<file path="config.mk">
export PLATFORM = sky130hd
export DESIGN_NAME = lfsr_stats_seq
export DESIGN_NICKNAME = d
export VERILOG_FILES = /design/src/rtl/lfsr_stats_pkg.sv /design/src/rtl/lfsr_stats_disp.sv /design/src/rtl/lfsr_stats_seq.sv
export SDC_FILE = /design/constraint.sdc
export NUM_CORES = 1
export LEC_CHECK = 0
export CORE_MARGIN = 1
export CORE_UTILIZATION = 46
export CTS_CLUSTER_SIZE = 12
export DETAILED_ROUTE_END_ITERATION = 7
export PLACE_DENSITY = 0.76
export SYNTH_ARGS = -nofsm -noshare
export SYNTH_HDL_FRONTEND = slang
export SYNTH_SLANG_ARGS = --single-unit
</file>
<file path="constraint.sdc">
create_clock -name clk -period 3.15 [get_ports clk]
set_input_delay 0.7875 -clock clk [delete_from_list [all_inputs] [get_ports clk]]
set_output_delay 0.7875 -clock clk [all_outputs]
set_load 0.01 [all_outputs]
</file>
<file path="src/rtl/lfsr_stats_pkg.sv">
// Shared types and constants for the LFSR statistics sequencer.
// Optional build macro: LFSR_STATS_CHECK_EN (adds chk_err to the top).
package lfsr_stats_pkg;

  typedef enum logic [2:0] {
    ST_IDLE,
    ST_SEED,
    ST_CLEAR,
    ST_RUN,
    ST_SETTLE,
    ST_CAPTURE,
    ST_SHOW
  } state_e;

  localparam logic [1:0] SEL_ONES  = 2'd0;
  localparam logic [1:0] SEL_ZEROS = 2'd1;
  localparam logic [1:0] SEL_HITS  = 2'd2;

  // An all-zero seed would lock the LFSR up.
  localparam int SEED_ZERO_SUB = 1;

  function automatic logic [1:0] next_sel(
    input logic [1:0] s
  );
    return (s == SEL_HITS) ? SEL_ONES : s + 2'd1;
  endfunction

endpackage

</file>
<file path="src/rtl/lfsr_stats_disp.sv">
// Result display rotation: dwell timer, selector and LED mux.
// Optional build macro: none used in this file.
module lfsr_stats_disp
  import lfsr_stats_pkg::*;
#(
  parameter int CNT_W = 32,
  parameter int DWELL = 50_000_000
) (
  input  logic             clk,
  input  logic             rst,
  input  logic             clr_i,
  input  logic             en_i,
  input  logic [CNT_W-1:0] ones_i,
  input  logic [CNT_W-1:0] zeros_i,
  input  logic [CNT_W-1:0] hits_i,
  output logic [1:0]       sel_o,
  output logic [15:0]      led_o
);

  localparam int TW = (DWELL > 1) ? $clog2(DWELL) : 1;
  localparam logic [TW-1:0] LAST = TW'(DWELL - 1);

  logic [TW-1:0]    timer_q, timer_d;
  logic [1:0]       sel_q, sel_d;
  logic [CNT_W-1:0] pick;

  always_ff @(posedge clk) begin
    if (rst) begin
      timer_q <= '0;
      sel_q   <= SEL_ONES;
    end else begin
      timer_q <= timer_d;
      sel_q   <= sel_d;
    end
  end

  always_comb begin
    timer_d = timer_q;
    sel_d   = sel_q;
    if (clr_i) begin
      timer_d = '0;
      sel_d   = SEL_ONES;
    end else if (en_i) begin
      if (timer_q == LAST) begin
        timer_d = '0;
        sel_d   = next_sel(sel_q);
      end else begin
        timer_d = timer_q + TW'(1);
      end
    end
  end

  always_comb begin
    pick = ones_i;
    unique case (sel_q)
      SEL_ZEROS: pick = zeros_i;
      SEL_HITS:  pick = hits_i;
      default:   pick = ones_i;
    endcase
  end

  assign sel_o = sel_q;
  assign led_o = 16'(pick);

endmodule

</file>
<file path="src/rtl/lfsr_stats_seq.sv">
// Measurement-window sequencer for an LFSR bit-statistics counter set.
// Optional build macro: LFSR_STATS_CHECK_EN adds chk_err (sum check).
module lfsr_stats_seq
  import lfsr_stats_pkg::*;
#(
  parameter int CNT_W  = 32,
  parameter int DWELL  = 50_000_000,
  parameter int SEED_W = 16
) (
  input  logic              clk,
  input  logic              rst,
  input  logic              start,
  input  logic              abort,
  input  logic [CNT_W-1:0]  window_len,
  input  logic [SEED_W-1:0] seed_in,
  input  logic [CNT_W-1:0]  ones_in,
  input  logic [CNT_W-1:0]  zeros_in,
  input  logic [CNT_W-1:0]  hits_in,
  output logic              lfsr_load,
  output logic [SEED_W-1:0] seed_out,
  output logic              lfsr_en,
  output logic              cnt_clr,
  output logic              busy,
  output logic              done,
`ifdef LFSR_STATS_CHECK_EN
  output logic              chk_err,
`endif
  output logic [1:0]        disp_sel,
  output logic [15:0]       led_out
);

  state_e            state_q, state_d;
  logic [CNT_W-1:0]  n_q, step_q;
  logic [SEED_W-1:0] seed_q;
  logic [CNT_W-1:0]  res_ones_q, res_zeros_q, res_hits_q;
  logic              load_q, clr_q, en_q;
  logic              load_d, clr_d, en_d;
  logic              accept, capture, disp_en;

  assign accept  = start && !abort &&
                   (state_q == ST_IDLE || state_q == ST_SHOW);
  assign capture = (state_q == ST_CAPTURE) && !abort;
  assign disp_en = (state_q == ST_SHOW) && !abort;

  always_ff @(posedge clk) begin
    if (rst) begin
      state_q <= ST_IDLE;
      load_q  <= 1'b0;
      clr_q   <= 1'b0;
      en_q    <= 1'b0;
    end else begin
      state_q <= state_d;
      load_q  <= load_d;
      clr_q   <= clr_d;
      en_q    <= en_d;
    end
  end

  always_comb begin
    state_d = state_q;
    if (abort && state_q != ST_IDLE) begin
      state_d = ST_IDLE;
    end else begin
      unique case (state_q)
        ST_IDLE,
        ST_SHOW:    if (start) state_d = ST_SEED;
        ST_SEED:    state_d = ST_CLEAR;
        ST_CLEAR:   state_d = ST_RUN;
        ST_RUN:     if (step_q == n_q) state_d = ST_SETTLE;
        ST_SETTLE:  state_d = ST_CAPTURE;
        ST_CAPTURE: state_d = ST_SHOW;
        default:    state_d = ST_IDLE;
      endcase
    end
  end

  // Strobes decode the next state so they are flops aligned to it.
  always_comb begin
    load_d = (state_d == ST_SEED);
    clr_d  = (state_d == ST_CLEAR);
    en_d   = (state_d == ST_RUN);
  end

  always_ff @(posedge clk) begin
    if (rst) begin
      n_q         <= '0;
      seed_q      <= '0;
      step_q      <= '0;
      res_ones_q  <= '0;
      res_zeros_q <= '0;
      res_hits_q  <= '0;
    end else begin
      if (accept) begin
        n_q    <= (window_len == '0) ? CNT_W'(1) : window_len;
        seed_q <= seed_in;
      end
      if (state_q == ST_CLEAR) begin
        step_q <= CNT_W'(1);
      end else if (state_q == ST_RUN && step_q != n_q) begin
        step_q <= step_q + CNT_W'(1);
      end
      if (capture) begin
        res_ones_q  <= ones_in;
        res_zeros_q <= zeros_in;
        res_hits_q  <= hits_in;
      end
    end
  end

`ifdef LFSR_STATS_CHECK_EN
  logic [CNT_W+1:0] sum;
  logic             chk_q;

  assign sum = {2'b00, ones_in} + {2'b00, zeros_in} +
               {2'b00, hits_in};

  always_ff @(posedge clk) begin
    if (rst) begin
      chk_q <= 1'b0;
    end else if (accept) begin
      chk_q <= 1'b0;
    end else if (capture) begin
      chk_q <= (sum != {2'b00, n_q});
    end
  end

  assign chk_err = chk_q;
`endif

  assign lfsr_load = load_q;
  assign cnt_clr   = clr_q;
  assign lfsr_en   = en_q;
  assign seed_out  = (seed_q == '0) ? SEED_W'(SEED_ZERO_SUB) : seed_q;
  assign busy      = !(state_q == ST_IDLE || state_q == ST_SHOW);
  assign done      = capture;

  lfsr_stats_disp #(
    .CNT_W (CNT_W),
    .DWELL (DWELL)
  ) u_disp (
    .clk     (clk),
    .rst     (rst),
    .clr_i   (capture),
    .en_i    (disp_en),
    .ones_i  (res_ones_q),
    .zeros_i (res_zeros_q),
    .hits_i  (res_hits_q),
    .sel_o   (disp_sel),
    .led_o   (led_out)
  );

endmodule

</file>
# After elaboration in Yosys (flattened, before gate mapping)
# Index checks and enable logic that the tools add are counted.
dict set report classes {
  n_addsub 3
  eq_ne 14
  muxes 11
  n_reduce_logical 18
}
# operator n
set op_table {}
lappend op_table {{$add A32 B1 Y32 const B} 1}
lappend op_table {{$eq A32 B32 Y1} 1}
lappend op_table {{$logic_not A32 Y1} 1}
lappend op_table {{$mux W32} 1}
lappend op_table {{$ne A32 B32 Y1} 1}
lappend op_table {{$pmux W16 S2} 1}
lappend op_table {{$add A26 B1 Y26 const B} 1}
lappend op_table {{$eq A26 B26 Y1 const B} 1}
lappend op_table {{$mux W26} 1}
lappend op_table {{$pmux W3 S6} 1}
lappend op_table {{$logic_not A16 Y1} 1}
lappend op_table {{$mux W16} 1}
lappend op_table {{$eq A3 B2 Y1 const B} 4}
lappend op_table {{$eq A3 B3 Y1 const B} 3}
lappend op_table {{$mux W3} 3}
lappend op_table {{$eq A3 B1 Y1 const B} 2}
lappend op_table {{$logic_and A1 B1 Y1} 6}
lappend op_table {{$reduce_or A2 Y1} 3}
lappend op_table {{$logic_not A3 Y1} 1}
lappend op_table {{$reduce_bool A3 Y1} 1}
lappend op_table {{$add A2 B1 Y2 const B} 1}
lappend op_table {{$eq A2 B1 Y1 const B} 1}
lappend op_table {{$eq A2 B2 Y1 const B} 1}
lappend op_table {{$logic_not A1 Y1} 2}
lappend op_table {{5 further kinds} 6}
dict set report totals {
  regBits 162
  input_bits 148
  out_inout_bits 39
  word_cells 59
}

# Logic depth before layout (Yosys ltp)
dict set report depth {
  ltp_word 5
  depth_mapped 9
}

# By module
# A second synthesis with hierarchy kept.
dict set report hier_totals {
  hier_cells 1175
  hier_area_um2 9207.6
}
# module instances cells_per_inst area_per_inst_um2 seq_area_each_um2
set by_module_without_submodules {}
lappend by_module_without_submodules {lfsr_stats_seq 1 951 7439.6 3643.5}
lappend by_module_without_submodules {lfsr_stats_disp 1 224 1767.9 560.5}

# Worst setup path before layout
# OpenSTA, ideal clock, no wires.
dict set report synth_timing {
  path_type {input -> register}
  startpoint {input abort}
  endpoint {register u_disp.timer_q[10]}
  arrival_time_ns 2.200
  required_ns 3.035
  slack_ns 0.836
  stages 8
  path_buffers 3
  path_cell_list {and4bb_1 buf_4 nand4_2 nor4_4 or3_1 buf_2 buf_6 nor2_1}
}
dict set report synth_via {
  elab_chain_len 3
}
# element line
set synth_rtl {}
lappend synth_rtl {{start: declaration} lfsr_stats_seq.sv:13} ;# input logic abort,
lappend synth_rtl {{$logic_not A1 Y1 (*)} {lfsr_stats_seq.sv:42, lfsr_stats_seq.sv:43}}
lappend synth_rtl {{$logic_and A1 B1 Y1} lfsr_stats_seq.sv:42} ;# assign capture = (state_q == ST_CAPTURE) && !abort;
lappend synth_rtl {{$reduce_or A2 Y1 (no source line)} n/a}
lappend synth_rtl {{end signal: assignment} lfsr_stats_disp.sv:32} ;# timer_q <= timer_d;
lappend synth_rtl {{end: declaration} lfsr_stats_disp.sv:23} ;# logic [TW-1:0] timer_q, timer_d;
# Mark *: on every way between the ends. The rest lies on a longest branch, timed or not.
# A chain may end at the register's enable or synchronous reset.

# Final worst setup path
dict set report layout_timing {
  startpoint {register u_disp.sel_q[1] (netlist: u_disp.sel_o[1])}
  endpoint {output led_out[10]}
}
dict set report layout_via {
  elab_chain_len 2
}
# element line
set layout_rtl {}
lappend layout_rtl {{start: declaration} lfsr_stats_disp.sv:24} ;# logic [1:0] sel_q, sel_d;
lappend layout_rtl {{start signal: assignment} lfsr_stats_disp.sv:33} ;# sel_q <= sel_d;
lappend layout_rtl {{$eq A2 B2 Y1 or $eq A2 B1 Y1 (tied branches)} lfsr_stats_disp.sv:55} ;# unique case (sel_q)
lappend layout_rtl {{$pmux W16 S2 (*)} lfsr_stats_disp.sv:55}
lappend layout_rtl {{end: declaration} lfsr_stats_seq.sv:29} ;# output logic [15:0] led_out
# Marked as above.

==> run_results.csv <==
group,metric,value,unit
cells_and_area,antennaDiodeCount,0,
cells_and_area,final_area,0.00951,mm^2
sta,finalWorstSetupSlack,0.119,ns
power,leakage,3.56,nW
cells_and_area,nNetsFinal,1181,
global_route,gr-total-overflow,0,
floorplanning,die_area,0.0166,mm^2
sta,fin_crit_sh,0.962,
sta,rsz0062_at_grt,"no",
logic_synthesis,synth-async-reset-ratio,0,
placed_design,place_hpwl,12.9,mm
logic_synthesis,synth_cells,923,
worst_setup_path,cp-end-kind,"output port",
logic_synthesis,ys_types,55,
clocking,cts_max_level,4,
worst_setup_path,cp_cell_sequence,"inv_1 -> ha_1 -> buf_12 -> nor2_1 -> a21oi_1 -> clkdlybuf4s50_1",
floorplanning,start_util,0.478,
job,cap_violations,0,
logic_synthesis,syn_avg_cell_area,7.99,um^2
logic_synthesis,yosys.area.top_type,"dfxtp_1",
clocking,cts_num_sinks,162,
floorplanning,die_y,129,um
route,drc,0,
floorplanning,ios,187,
global_route,grt_max_degree,98,
logic_synthesis,synthMuxAreaShare,0.00882,
clocking,tritoncts,"done",
logic_synthesis,synth_compound_area_frac,0.137,
power,power,4.80,mW
clocking,post_cts_buffers,0,
clocking,max-clock-path-buffers,2,
min_path,hold_class,"flip-flop to flip-flop",
logic_synthesis,synth_fp_nets,1077,
global_route,antenna_found_initial,0,
placed_design,placed_cell_area,0.00886,mm^2
sta,fmaxAchievable,330,MHz
logic_synthesis,synth-simple-area-share,0.280,
route,wl_per_cell,15.1,um
worst_setup_path,critPathSlowestCell,"clkdlybuf4s50_1",
clocking,clk_pin_slew_worst_paths,0.07,ns
logic_synthesis,synth.area.top_cells,"dfxtp_1, nand2_1, a21oi_1, xor2_1, nor2_1",
clocking,cts-root-buf,"clkbuf_16",
cells_and_area,num-fill-cells,1349,
route,drtIter0Drc,394,
logic_synthesis,synth_edf_count,0,
logic_synthesis,synth_top_flop_cell,"dfxtp_1",
clocking,clk_latency,0.43,ns
worst_setup_path,cp_data_arrival_time,2.24,ns
logic_synthesis,synth_fa_ha_area_frac,0.0102,
sta,relSlewSlack,0.319,
route,totalWireLength,18.9,mm
global_route,grt_pass1_vias,6478,
sta,fin_tns_setup,0,ns
floorplanning,design.core.area,0.0154,mm^2
status,outcome,"finished clean",
placed_design,port_buffers,138,
cells_and_area,drive_above_1_share,0.0712,
placed_design,place_ws,0.195,ns
sta,setup-violations-final,0,
logic_synthesis,synthXorXnorAreaFrac,0.0783,
floorplanning,die_w,129,um
sta,fin_worst_skew,0.0119,ns
worst_setup_path,worstPathRequired,2.36,ns
global_route,grtUsageTotal,0.240,
logic_synthesis,yosysSeqAreaShare,0.440,
placed_design,place_inst,1219,
route,ant_nets,0,
route,vias_per_cell,5.36,
cells_and_area,fin_util,0.616,
logic_synthesis,synth_top_family_by_area,"simple AND/OR/NAND/NOR gates",
logic_synthesis,syn_area,0.00738,mm^2
cells_and_area,regArea,0.00324,mm^2
logic_synthesis,synth_top_cell_area_share,0.440,
floorplanning,fp-row-count,45,
cells_and_area,final_cells,1251,
sta,holdWs,0.455,ns
cells_and_area,area_growth,28.8,%
sta,worst_slew_pin_slew,1.02,ns
placed_design,gp_congestion,0.824,
clocking,cts-buffers-inserted,17,
worst_setup_path,cp_max_fo,32,
worst_setup_path,start_kind,"flip-flop",
logic_synthesis,synth_seq_cells,162,
route,vias,6711,
worst_setup_path,cp.buffers_inverters,3,
logic_synthesis,yosys_warnings,0,
route,first_pass_iters,5,
cells_and_area,multi_input_area,0.00381,mm^2
global_route,grt_pass1_wl,31.2,mm
power,power.density,505,mW/mm^2
worst_setup_path,cp_top_family,"buffers and inverters",
sta,hold_viol,0,
sta,drv_slew,0,
worst_setup_path,crit_path_max_incr_delay,0.56,ns
worst_setup_path,crit_type,"flip-flop to output port",
power,irDropWorstVdd,0.435,mV
sta,period_needed,3.03,ns
[routing by layer]
metal | up-vias | part of all wire | routed length [um] | global-route usage
li1 | 3367 | - | - | -
met1 | 3144 | 0.44 | 8260 | 0.305
met2 | 176 | 0.48 | 9150 | 0.395
met3 | 24 | 0.061 | 1160 | 0.0632
met4 | 0 | 0.017 | 315 | 0.0782
met5 | - | 0 | 0 | 0
[cells in the final DEF (no fill, tap or decap), types with 4 or more instances in the layout]
master and instances:
nor2_1 69, ha_1 6, nor3_1 10, and3_1 11, clkbuf_16 17, nor4_2 5
inv_1 11, mux2i_1 5, xnor2_1 15, xor2_1 51, or2_2 4, nor4_1 16
nand4_2 4, o21ai_0 13, clkdlybuf4s50_1 134, o211ai_1 6, buf_4 14, and4_1 7
or3_1 11, nand4_1 18, inv_8 4, or4_1 10, a22oi_1 16, nand3_1 22
dfxtp_1 161, a21oi_1 129, nand2_1 214, and2_1 4
[state kept, by name (all words and copies together), names as in the netlist]
signal,cells
lfsr_load,1
u_disp.sel_o,2
res_ones_q,16
n_q,32
u_disp.timer_q,26
lfsr_en,1
cnt_clr,1
step_q,32
state_q,3
res_zeros_q,16
seed_q,16
res_hits_q,16
[worst paths after layout]
path	startpoint	to	slack, ns	cells past startpoint
worst max register to register	step_q[29]	step_q[8]	0.75	6
worst max-delay path	u_disp.sel_o[1]	led_out[10]	0.12	6
worst min-delay path	res_ones_q[1]	res_ones_q[1]	0.45	2
worst min register to register	res_ones_q[1]	res_ones_q[1]	0.45	2
[what timing repair did]
item,4_1_cts,5_1_grt
endpoints found under the hold margin,0,0
resized for setup,1,6
hold buffers,0,0
setup endpoints to repair,3,16
[report_power, final]
| part | leakage, nW | internal (mW) | switching, mW |
|---|---|---|---|
| clock network | 0.306 | 1.27 | 0.907 |
| logic | 1.95 | 0.237 | 0.246 |
| registers | 1.31 | 2.09 | 0.0458 |
[worst min-delay path, stage by stage (launching register included)]
cell and delay [ns]:
dfxtp_1 0.31, nand2_1 0.05, a21oi_1 0.05
[final cells by class]
class                   count  area share
clock buffers              17      0.0447
clock inverters            15      0.0207
inverters                  12     0.00474
multi-input cells         681       0.400
flip-flops and latches    162       0.341
well taps                 211      0.0278
repair buffers            153       0.160
[kinds of logic after synthesis]
logic type,count (synthesis)
adder cells (fa/ha/maj),6
multiplexers,6
flip-flops,162
AND/OR/NAND/NOR,423
AO/OA/AOI/OAI,180
XOR/XNOR,66
buffers and inverters,80
[synthesized netlist by cell type, types with 5 or more instances]
cell      count
nor4_1       16
ha_1          6
xor2_1       51
nand3_1      22
nor4_2        5
a21oi_1     129
or3_1        11
inv_1        11
nor3_1       10
buf_1         5
clkbuf_1     49
o211ai_1      6
xnor2_1      15
nand2_1     214
and4_1        7
o21ai_0      14
nand4_1      18
nor2_1       70
dfxtp_1     162
buf_2         8
or4_1        10
a22oi_1      16
and3_1       11
mux2i_1       5
No activity file was read; power rests on OpenSTA's default activity.
